**src/rtl/pq_pkg.sv**
```systemverilog
// Shared types and helpers for the sorted-array priority queue.
//   pq_op_e      : operation encoding presented on op_i
//   slot_sel_e   : per-slot next-state source chosen by the top-level controller
//   time_before(): wrap-aware ordering of time keys of any width up to MaxTimeW
package pq_pkg;

  typedef enum logic [2:0] {
    PQ_NOP     = 3'd0,
    PQ_PUSH    = 3'd1,
    PQ_POP     = 3'd2,
    PQ_REPLACE = 3'd3,
    PQ_DROP_ID = 3'd4,
    PQ_FLUSH   = 3'd5
  } pq_op_e;

  // Legacy generic types kept for existing users.
  typedef logic [2:0] op_t;
  typedef struct packed {
    logic        valid;
    logic [31:0] key;
  } cell_t;

  // Where a slot takes its next value from.
  typedef enum logic [2:0] {
    SelHold  = 3'd0,
    SelNew   = 3'd1,
    SelLeft  = 3'd2,  // slot k-1 (shift toward tail)
    SelRight = 3'd3,  // slot k+1 (shift toward head)
    SelClear = 3'd4
  } slot_sel_e;

  localparam int unsigned MaxTimeW = 64;

  // True when a precedes b modulo 2**time_w. Callers zero-extend their keys; the low time_w
  // bits of the wide difference equal the modular difference, so its bit time_w-1 is the answer.
  function automatic logic time_before(input logic [MaxTimeW-1:0] a,
                                       input logic [MaxTimeW-1:0] b,
                                       input int unsigned         time_w);
    logic [MaxTimeW-1:0] diff;
    logic [5:0]          msb;
    diff = a - b;
    msb  = 6'(time_w - 1);
    return diff[msb];
  endfunction

endpackage

```
**src/rtl/pq_slot.sv**
```systemverilog
// One storage slot of the sorted-array priority queue.
// Ports:
//   clk_i, rst_ni : clock, asynchronous active-low reset
//   sel_i         : next-state source (hold / new entry / left / right neighbour / clear)
//   new_i         : entry being inserted this cycle
//   left_i        : contents of slot k-1 (zero for slot 0)
//   right_i       : contents of slot k+1 (zero for the last slot)
//   time_i, id_i  : operation key and id for the local compares
//   entry_o       : current slot contents {valid, time, id, payload}
//   ins_hit_o     : slot is empty or time_i precedes the stored key
//   id_hit_o      : slot is valid and holds id_i
module pq_slot
  import pq_pkg::*;
#(
  parameter int unsigned TIME_W    = 27,
  parameter int unsigned ID_W      = 27,
  parameter int unsigned PAYLOAD_W = 8
) (
  input  logic                            clk_i,
  input  logic                            rst_ni,
  input  slot_sel_e                       sel_i,
  input  logic [TIME_W+ID_W+PAYLOAD_W:0]  new_i,
  input  logic [TIME_W+ID_W+PAYLOAD_W:0]  left_i,
  input  logic [TIME_W+ID_W+PAYLOAD_W:0]  right_i,
  input  logic [TIME_W-1:0]               time_i,
  input  logic [ID_W-1:0]                 id_i,
  output logic [TIME_W+ID_W+PAYLOAD_W:0]  entry_o,
  output logic                            ins_hit_o,
  output logic                            id_hit_o
);

  typedef struct packed {
    logic                 valid;
    logic [TIME_W-1:0]    t;
    logic [ID_W-1:0]      id;
    logic [PAYLOAD_W-1:0] payload;
  } entry_t;

  entry_t entry_q, entry_d;

  always_comb begin
    entry_d = entry_q;
    unique case (sel_i)
      SelHold:  entry_d = entry_q;
      SelNew:   entry_d = new_i;
      SelLeft:  entry_d = left_i;
      SelRight: entry_d = right_i;
      SelClear: entry_d = '0;
      default:  entry_d = entry_q;
    endcase
  end

  always_ff @(posedge clk_i or negedge rst_ni) begin
    if (!rst_ni) begin
      entry_q <= '0;
    end else begin
      entry_q <= entry_d;
    end
  end

  assign entry_o   = entry_q;
  // Strict compare: an equal key does not hit, so new equals land behind existing ones.
  assign ins_hit_o = !entry_q.valid ||
                     time_before(MaxTimeW'(time_i), MaxTimeW'(entry_q.t), TIME_W);
  assign id_hit_o  = entry_q.valid && (entry_q.id == id_i);

endmodule

```
**src/rtl/pq_sorted_array.sv**
```systemverilog
// Shift-register priority queue for timer events, sorted by wrap-aware time key.
// One operation per cycle (push, pop, replace, drop-by-id, flush), no stalls.
// Ports:
//   clk_i, rst_ni              : clock, asynchronous active-low reset
//   op_valid_i, op_i           : operation request and code (pq_op_e)
//   time_i, id_i, payload_i    : new entry for PUSH/REPLACE; id_i is the DROP_ID key
//   now_i                      : current time, used only for due_o
//   head_valid_o, head_*_o     : slot 0 contents (zero when empty)
//   due_o                      : head is valid and its time has been reached
//   count_o, full_o, empty_o   : occupancy
//   evict_valid_o, evict_*_o   : one-cycle pulse with a displaced or rejected entry
//   drop_hit_o                 : one-cycle pulse when DROP_ID removed an entry
module pq_sorted_array
  import pq_pkg::*;
#(
  parameter int unsigned DEPTH     = 16,
  parameter int unsigned TIME_W    = 27,
  parameter int unsigned ID_W      = 27,
  parameter int unsigned PAYLOAD_W = 8,
  parameter int unsigned CNT_W     = $clog2(DEPTH + 1)
) (
  input  logic                 clk_i,
  input  logic                 rst_ni,
  input  logic                 op_valid_i,
  input  pq_op_e               op_i,
  input  logic [TIME_W-1:0]    time_i,
  input  logic [ID_W-1:0]      id_i,
  input  logic [PAYLOAD_W-1:0] payload_i,
  input  logic [TIME_W-1:0]    now_i,
  output logic                 head_valid_o,
  output logic [TIME_W-1:0]    head_time_o,
  output logic [ID_W-1:0]      head_id_o,
  output logic [PAYLOAD_W-1:0] head_payload_o,
  output logic                 due_o,
  output logic [CNT_W-1:0]     count_o,
  output logic                 full_o,
  output logic                 empty_o,
  output logic                 evict_valid_o,
  output logic [TIME_W-1:0]    evict_time_o,
  output logic [ID_W-1:0]      evict_id_o,
  output logic [PAYLOAD_W-1:0] evict_payload_o,
  output logic                 drop_hit_o
);

  localparam int unsigned EntryW = 1 + TIME_W + ID_W + PAYLOAD_W;

  typedef struct packed {
    logic                 valid;
    logic [TIME_W-1:0]    t;
    logic [ID_W-1:0]      id;
    logic [PAYLOAD_W-1:0] payload;
  } entry_t;

  logic [EntryW-1:0] slot_q [DEPTH];
  slot_sel_e         slot_sel [DEPTH];
  logic [DEPTH-1:0]  ins_vec;
  logic [DEPTH-1:0]  id_vec;

  logic [CNT_W-1:0] count_q, count_d;
  logic             evict_valid_q, evict_valid_d;
  entry_t           evict_q, evict_d;
  logic             drop_hit_q, drop_hit_d;

  entry_t      head, new_entry;
  pq_op_e      op_eff;
  logic        full, empty;
  int unsigned push_pos, repl_pos, drop_pos;
  logic        push_found, drop_found;

  assign new_entry = '{valid: 1'b1, t: time_i, id: id_i, payload: payload_i};
  assign full      = (count_q == CNT_W'(DEPTH));
  assign empty     = (count_q == '0);

  // ---------------------------------------------------------------------------
  // Slot array
  // ---------------------------------------------------------------------------
  for (genvar k = 0; k < DEPTH; k++) begin : g_slot
    logic [EntryW-1:0] left, right;
    if (k == 0) begin : g_first
      assign left = '0;
    end else begin : g_mid_l
      assign left = slot_q[k-1];
    end
    if (k == DEPTH - 1) begin : g_last
      assign right = '0;
    end else begin : g_mid_r
      assign right = slot_q[k+1];
    end

    pq_slot #(
      .TIME_W    (TIME_W),
      .ID_W      (ID_W),
      .PAYLOAD_W (PAYLOAD_W)
    ) u_slot (
      .clk_i     (clk_i),
      .rst_ni    (rst_ni),
      .sel_i     (slot_sel[k]),
      .new_i     (new_entry),
      .left_i    (left),
      .right_i   (right),
      .time_i    (time_i),
      .id_i      (id_i),
      .entry_o   (slot_q[k]),
      .ins_hit_o (ins_vec[k]),
      .id_hit_o  (id_vec[k])
    );
  end

  // ---------------------------------------------------------------------------
  // Index search: first insert position, first insert position past the head
  // (for REPLACE, where the head leaves in the same cycle) and first id match.
  // ---------------------------------------------------------------------------
  always_comb begin
    push_pos   = DEPTH;
    push_found = 1'b0;
    repl_pos   = DEPTH;
    drop_pos   = DEPTH;
    drop_found = 1'b0;
    for (int unsigned k = 0; k < DEPTH; k++) begin
      if (ins_vec[k] && !push_found) begin
        push_pos   = k;
        push_found = 1'b1;
      end
      if (id_vec[k] && !drop_found) begin
        drop_pos   = k;
        drop_found = 1'b1;
      end
    end
    for (int unsigned k = DEPTH - 1; k >= 1; k--) begin
      if (ins_vec[k]) begin
        repl_pos = k;
      end
    end
  end

  // ---------------------------------------------------------------------------
  // Operation decode and slot control
  // ---------------------------------------------------------------------------
  always_comb begin
    op_eff = PQ_NOP;
    if (op_valid_i) begin
      case (op_i)
        PQ_PUSH, PQ_POP, PQ_REPLACE, PQ_DROP_ID, PQ_FLUSH: op_eff = op_i;
        default:                                           op_eff = PQ_NOP;
      endcase
    end
    if (op_eff == PQ_REPLACE && empty) begin
      op_eff = PQ_PUSH;
    end
  end

  always_comb begin
    for (int unsigned k = 0; k < DEPTH; k++) begin
      slot_sel[k] = SelHold;
    end
    count_d       = count_q;
    evict_valid_d = 1'b0;
    evict_d       = evict_q;
    drop_hit_d    = 1'b0;

    unique case (op_eff)
      PQ_PUSH: begin
        if (full && !push_found) begin
          // New entry sorts after every stored one: reject it.
          evict_valid_d = 1'b1;
          evict_d       = new_entry;
        end else begin
          for (int unsigned k = 0; k < DEPTH; k++) begin
            if (k == push_pos) begin
              slot_sel[k] = SelNew;
            end else if (k > push_pos) begin
              slot_sel[k] = SelLeft;
            end
          end
          if (full) begin
            evict_valid_d = 1'b1;
            evict_d       = slot_q[DEPTH-1];
          end else begin
            count_d = count_q + CNT_W'(1);
          end
        end
      end
      PQ_POP: begin
        if (!empty) begin
          for (int unsigned k = 0; k < DEPTH; k++) begin
            slot_sel[k] = SelRight;
          end
          count_d = count_q - CNT_W'(1);
        end
      end
      PQ_REPLACE: begin
        // Slots ahead of the insert point move toward the head to fill the vacated slot 0.
        for (int unsigned k = 0; k < DEPTH; k++) begin
          if (k + 1 < repl_pos) begin
            slot_sel[k] = SelRight;
          end else if (k + 1 == repl_pos) begin
            slot_sel[k] = SelNew;
          end
        end
      end
      PQ_DROP_ID: begin
        if (drop_found) begin
          for (int unsigned k = 0; k < DEPTH; k++) begin
            if (k >= drop_pos) begin
              slot_sel[k] = SelRight;
            end
          end
          count_d    = count_q - CNT_W'(1);
          drop_hit_d = 1'b1;
        end
      end
      PQ_FLUSH: begin
        for (int unsigned k = 0; k < DEPTH; k++) begin
          slot_sel[k] = SelClear;
        end
        count_d = '0;
      end
      default: ;
    endcase
  end

  always_ff @(posedge clk_i or negedge rst_ni) begin
    if (!rst_ni) begin
      count_q       <= '0;
      evict_valid_q <= 1'b0;
      evict_q       <= '0;
      drop_hit_q    <= 1'b0;
    end else begin
      count_q       <= count_d;
      evict_valid_q <= evict_valid_d;
      evict_q       <= evict_d;
      drop_hit_q    <= drop_hit_d;
    end
  end

  // ---------------------------------------------------------------------------
  // Outputs
  // ---------------------------------------------------------------------------
  assign head = slot_q[0];

  // Vacated slots may carry stale fields; present zeros whenever the head is empty.
  assign head_valid_o   = head.valid;
  assign head_time_o    = head.valid ? head.t : '0;
  assign head_id_o      = head.valid ? head.id : '0;
  assign head_payload_o = head.valid ? head.payload : '0;
  assign due_o          = head.valid &&
                          !time_before(MaxTimeW'(now_i), MaxTimeW'(head.t), TIME_W);

  assign count_o         = count_q;
  assign full_o          = full;
  assign empty_o         = empty;
  assign evict_valid_o   = evict_valid_q;
  assign evict_time_o    = evict_q.t;
  assign evict_id_o      = evict_q.id;
  assign evict_payload_o = evict_q.payload;
  assign drop_hit_o      = drop_hit_q;

endmodule

```
**config.mk**
```make
export PLATFORM = sky130hd
export DESIGN_NAME = pq_sorted_array
export DESIGN_NICKNAME = d
export VERILOG_FILES = /design/src/rtl/pq_pkg.sv /design/src/rtl/pq_slot.sv /design/src/rtl/pq_sorted_array.sv
export SDC_FILE = /design/constraint.sdc
export NUM_CORES = 2
export LEC_CHECK = 0
export CORE_MARGIN = 2
export CORE_UTILIZATION = 55
export CTS_CLUSTER_DIAMETER = 40
export CTS_CLUSTER_SIZE = 16
export DETAILED_ROUTE_END_ITERATION = 16
export GPL_TIMING_DRIVEN = 0
export PLACE_DENSITY_LB_ADDON = 0.15
export SLEW_MARGIN = 10
export SYNTH_ARGS = -nofsm -noshare
export SYNTH_HDL_FRONTEND = slang
export SYNTH_HIERARCHICAL = 1
export SYNTH_SLANG_ARGS = --single-unit
```
**constraint.sdc**
```tcl
create_clock -name clk_i -period 5 [get_ports clk_i]
set_clock_uncertainty 0.05 [all_clocks]
set_input_delay 0.5 -clock clk_i [delete_from_list [all_inputs] [get_ports clk_i]]
set_output_delay 0.5 -clock clk_i [all_outputs]
set_load 0.005 [all_outputs]
```
# [Yosys cells after proc, flatten, opt, wreduce, memory -nomap -nowiden]
# Index checks and enable logic that the tools add are counted.
[word_totals] reg_bits=1077 in_bits=95 out_inout_bits=135 wordCells=599
[classes] addsub=19 n_lt_le_gt_ge=48 eq_ne=127 muxes=197 n_reduce_logical=138
[ops] op="63-bit one-hot mux with 4 select lines" n=14
[ops] op="32-bit two-way mux" n=42
[ops] op="4-bit by 32-bit == test with 1-bit output (first input constant)" n=16
[ops] op="27-bit subtractor" n=17
[ops] op="27-bit == test" n=16
[ops] op="63-bit one-hot mux with 3 select lines" n=2
[ops] op="3-bit by 32-bit == test with 1-bit output (first input constant)" n=8
[ops] op="4-bit by 32-bit >= comparator with 1-bit output (first input constant)" n=8
[ops] op="4-bit by 32-bit greater-than comparator with 1-bit output (first input constant)" n=8
[ops] op="4-bit by 32-bit less-than comparator with 1-bit output (first input constant)" n=8
[ops] op="48-bit one-hot mux with 5 select lines" n=1
[ops] op="47-bit two-way mux" n=3
[ops] op="2-bit by 32-bit == test with 1-bit output (first input constant)" n=4
[ops] op="3-bit by 32-bit >= comparator with 1-bit output (first input constant)" n=4
[ops] op="3-bit by 32-bit greater-than comparator with 1-bit output (first input constant)" n=4
[ops] op="3-bit by 32-bit less-than comparator with 1-bit output (first input constant)" n=4
[ops] op="2-bit two-way mux" n=64
[ops] op="62-bit two-way mux" n=2
[ops] op="3-bit by 2-bit == test with 1-bit output (second input constant)" n=37
[ops] op="1-bit by 32-bit == test with 1-bit output (first input constant)" n=2
[ops] op="1-bit by 32-bit >= comparator with 1-bit output (first input constant)" n=2
[ops] op="2-bit by 32-bit >= comparator with 1-bit output (first input constant)" n=2
[ops] op="1-bit by 32-bit greater-than comparator with 1-bit output (first input constant)" n=2
[ops] op="2-bit by 32-bit greater-than comparator with 1-bit output (first input constant)" n=2
[ops] op="28 further kinds" n=257

# [Depth between registers and ports, before layout]
[depth] word_depth=56 ltp_mapped=21 mapped_depth_nobuf=19

# [Hierarchy]
# Netlist, hierarchy kept.
[by_module_without_submodules] mod="pq_slot" instances=16 cells_each=549 area_each_um2=5353.9 seq_area_each_um2=1576.5
[by_module_without_submodules] mod="pq_sorted_array" instances=1 cells_each=706 area_each_um2=5621.6 seq_area_each_um2=1726.7

# [Least setup slack after synthesis]
# No wires, ideal clock.
[synth_path] path_kind="input -> register" from="in time_i[17]" to="reg g_slot[10].u_slot.entry_q (netlist bit g_slot[10].u_slot/entry_o[10])" setup_ns=0.135 arrival_ns=4.182 t_required_ns=4.815 setup_slack_ns=0.633 cell_stages=19 n_path_buf=3 path_cell_list="ha_1 -> nand4_2 -> nor2_1 -> o41ai_2 -> a21oi_1 -> o21ai_0 -> nand3b_1 -> or4_4 -> nor3_4 -> o211ai_2 -> a32o_2 -> a311oi_2 -> and2_1 -> nand4b_1 -> buf_4 -> buf_6 -> buf_6 -> mux2i_1 -> a221oi_2"
[synth_rtl] item="from (decl)" line="pq_sorted_array.sv:26" source="input logic [TIME_W-1:0] time_i,"
[synth_rtl] item="to (signal assigned)" line="pq_slot.sv:57" source="entry_q <= entry_d;"
[synth_rtl] item="to (decl)" line="pq_slot.sv:39" source="entry_t entry_q, entry_d;"

==> impl_metrics.toml <==
[outcome]
outcome = "complete, but fails checks"
violations = "negative setup slack"

[clocking]
cts_buffers = 204
cts_tree = "built"
htreeDepth = 4
numClockSinks = 1077
clock_latency_ns = 0.86
cts.path.max_buffers = 3
clk_pin_slew_worst_paths_ns = 0.05
ctsRootBufferMaster = "clkbuf_16"

[synthesis]
yosysSeqAreaShare = 0.295
synthFlopType = "dfrtp_1"
synth-simple-area-share = 0.0740
async_reset_ff_frac = 1.00
synth_adder_area_share = 0.0589
synth_commonest_cells = "1077 x dfrtp_1, 1071 x mux2i_1, 1048 x inv_1"
synth.most_common_cell = "dfrtp_1"
synth_top_family_by_area = "compound AO/OA/AOI/OAI gates"
ys_types = 74
syn_area_sq_mm = 0.0913
synth.area.mux_share = 0.117
ys_top_cells_by_area = "dfrtp_1 30%, mux2i_1 12%, a221oi_2 10%"
yosys_warnings = 6
ys_seq_elements = 1077
yosysTopAreaCell = "dfrtp_1"
syn_inst = 9490
synth_compound_area_frac = 0.320
synth_top_area_frac = 0.295
synth_xor_area_frac = 0.0433
synth_area_per_cell_sq_um = 9.62
synth_edf_count = 0

[route]
drt_pass1_iterations = 8
wl_per_cell_um = 25.6
ant_nets = 0
drcViolationCount = 0
drt_wl_total_um = 326000
viasPerCell = 6.26
num_vias = 79900
drtIter0Drc = 6504

[critical_path]
worstPathArrival_ns = 6.06
r2r-end = "g_slot[10].u_slot/entry_o[12]"
critPathMaxStageDelay_ns = 0.74
cp.required_ns = 5.70
slowest_stage = "o32ai_2"
crit_path_end_kind = "register"
crit_fanout = 10
critPathLaunch = "g_slot[4].u_slot/entry_o[34]"
reg2reg_from = "g_slot[4].u_slot/entry_o[34]"
path_cells = "xor2_1 -> nor4_1 -> nand4_1 -> nor4_4 -> nor2_1 -> nand2_1 -> o32ai_2 -> and2_1 -> o31a_1 -> nand4b_1 -> buf_6 -> buf_12 -> nor2_4 -> buf_4 -> a211oi_2 -> a221oi_2"
ff2ff_path_depth = 16
r2r_slack_ns = -0.36
worstSetupPathType = "reg -> reg"
crit_end = "g_slot[10].u_slot/entry_o[12]"
worstSetupStartpointType = "register"

[sta]
max_slew_margin = 0.126
rsz0062_at_grt = "yes"
setup_viol = 617
slew_viol_final = 0
worst_pin_slew_ns = 1.31
post-route-period-util = 1.07
worst_slack_ns = -0.359
whs_ns = 0.0423
hold_violations = 0
fmax_ghz = 0.187
fin_crit_ns = 5.36

[floorplan]
io_pins = 230
rows = 149
die_area_sq_mm = 0.169
start_util = 0.554
die_h_um = 411
core-area_sq_mm = 0.165
dieWidth_um = 411

[cells_and_area]
final_nets = 10900
syn_to_final_growth_pct = 24.2
drive_gt1_frac = 0.259
nFillCells = 12700

[grt]
grt_first_pass_wirelength_um = 477000
grt_overflow = 0
antenna_found_initial = 2
grtUsageTotal = 0.361
grt_max_degree = 162
grt_pass1_vias = 80600

[power]
p_leak_uw = 0.0480
power_uw = 60500
irDropWorstVdd_uv = 467
power_density_mw_per_mm2 = 533

[min_path]
worstHoldPathType = "in -> reg"

[placement]
place_hpwl_um = 248000
routabilityCongestion = 0.959
portBuffers = 229

[job]
cap_violations = 0
## state kept, by name, summed over array words and instances, names as in the netlist
name	cells
count_o	5
drop_hit_o	1
evict_id_o	27
evict_payload_o	8
evict_time_o	27
evict_valid_o	1
g_slot.u_slot/entry_o	1008
## final cells by class
class / count / area, sq um / area share
timing repair buffer: 555 / 6260 / 0.0552
tap: 2189 / 2740 / 0.0241
buffer: 779 / 5990 / 0.0528
antenna: 1 / 2.50 / 0.0000221
clock inverter: 123 / 1560 / 0.0137
multi-input combinational: 6721 / 60300 / 0.531
inverter: 1050 / 3940 / 0.0348
sequential: 1077 / 27000 / 0.238
clock buffer: 263 / 5690 / 0.0501
## worst min-delay path by stage
stage	start	to	slack [ns]	depth (start not counted)
after floorplan	rst_ni	count_o[0]	0.15	0
after global placement	evict_time_o[20]	evict_time_o[20]	0.47	2
after detailed placement	rst_ni	g_slot[0].u_slot/entry_o[14]	0.36	1
after CTS	id_i[9]	evict_id_o[9]	0.002	3
after global routing	time_i[15]	evict_time_o[15]	0.04	3
final	id_i[9]	evict_id_o[9]	0.04	3
## cells by family (layout without fill, tap and decap cells)
kind of cell    count (synthesis)  count (layout)
compound gates               3376            3376
xor+xnor                      451             451
fa+ha+maj                     429             429
buf+inv                      1832            2770
flops                        1077            1077
mux                          1071            1071
other cells                     2             143
simple gates                 1252            1252
## power breakdown
part	leakage (uW)	internal (uW)	switching, uW
combinational	0.0309	12400	14400
sequential	0.0136	12900	6250
clock	0.00353	9310	5160
total	0.0480	34700	25800
## routing by layer
layer  vias up  track usage  part of all wire
li1      37300            -                 -
met1     38700        0.415              0.39
met2      2801        0.623              0.48
met3      1039       0.0357             0.043
met4         0        0.266             0.089
met5         -            0                 0
## through the flow
| step | TNS, ns | instance area (sq um) | setup slack, ns | util | cells |
|---|---|---|---|---|---|
| after floorplan | 0 | 91800 | 0.633 | - | 9630 |
| after global placement | - | 96800 | -46.38 | 0.588 | 12000 |
| after detailed placement | -1618.72 | 97700 | -1.91 | 0.593 | 12100 |
| after CTS | -4.46 | 107000 | -0.0915 | 0.649 | 12600 |
| after global routing | -137.32 | 113000 | -0.348 | 0.688 | 12800 |
| final | -61.80 | 113000 | -0.359 | 0.688 | 12800 |
## timing repair
item,CTS,global route
gates cloned,5,53
resized for setup,315,1136
pin swaps,76,257
buffers inserted,72,126
hold endpoints to repair,178,0
hold buffers,20,0
setup endpoints to repair,1015,1006
## critical path: cells and delay by family, from the launching register on
kind | cells | cell delay, ns
AND/OR/NAND/NOR | 8 | 2.24
XOR/XNOR | 1 | 0.55
flip-flops | 1 | 0.43
AO/OA/AOI/OAI | 4 | 1.33
buffers and inverters | 3 | 0.63
## cell usage in the layout, fill, tap and decap left out, drive strengths merged, types with 24 or more instances in the layout
master and instances:
clkbuf 463, o21a 869, conb 142, nor2 419, nand2b 220, dfrtp 1077, nand4 152, ha 428
nor2b 38, a221oi 832, bufinv 24, clkinv 60, nand2 179, buf 938, a21oi 455, inv 1069
and2 41, mux2i 1071, o21ai 104, xnor2 193, nor4 106, clkdlybuf4s50 174, a211oi 1027, nor3 41
xor2 258
Note: power is estimated with default switching activity, not from simulation.
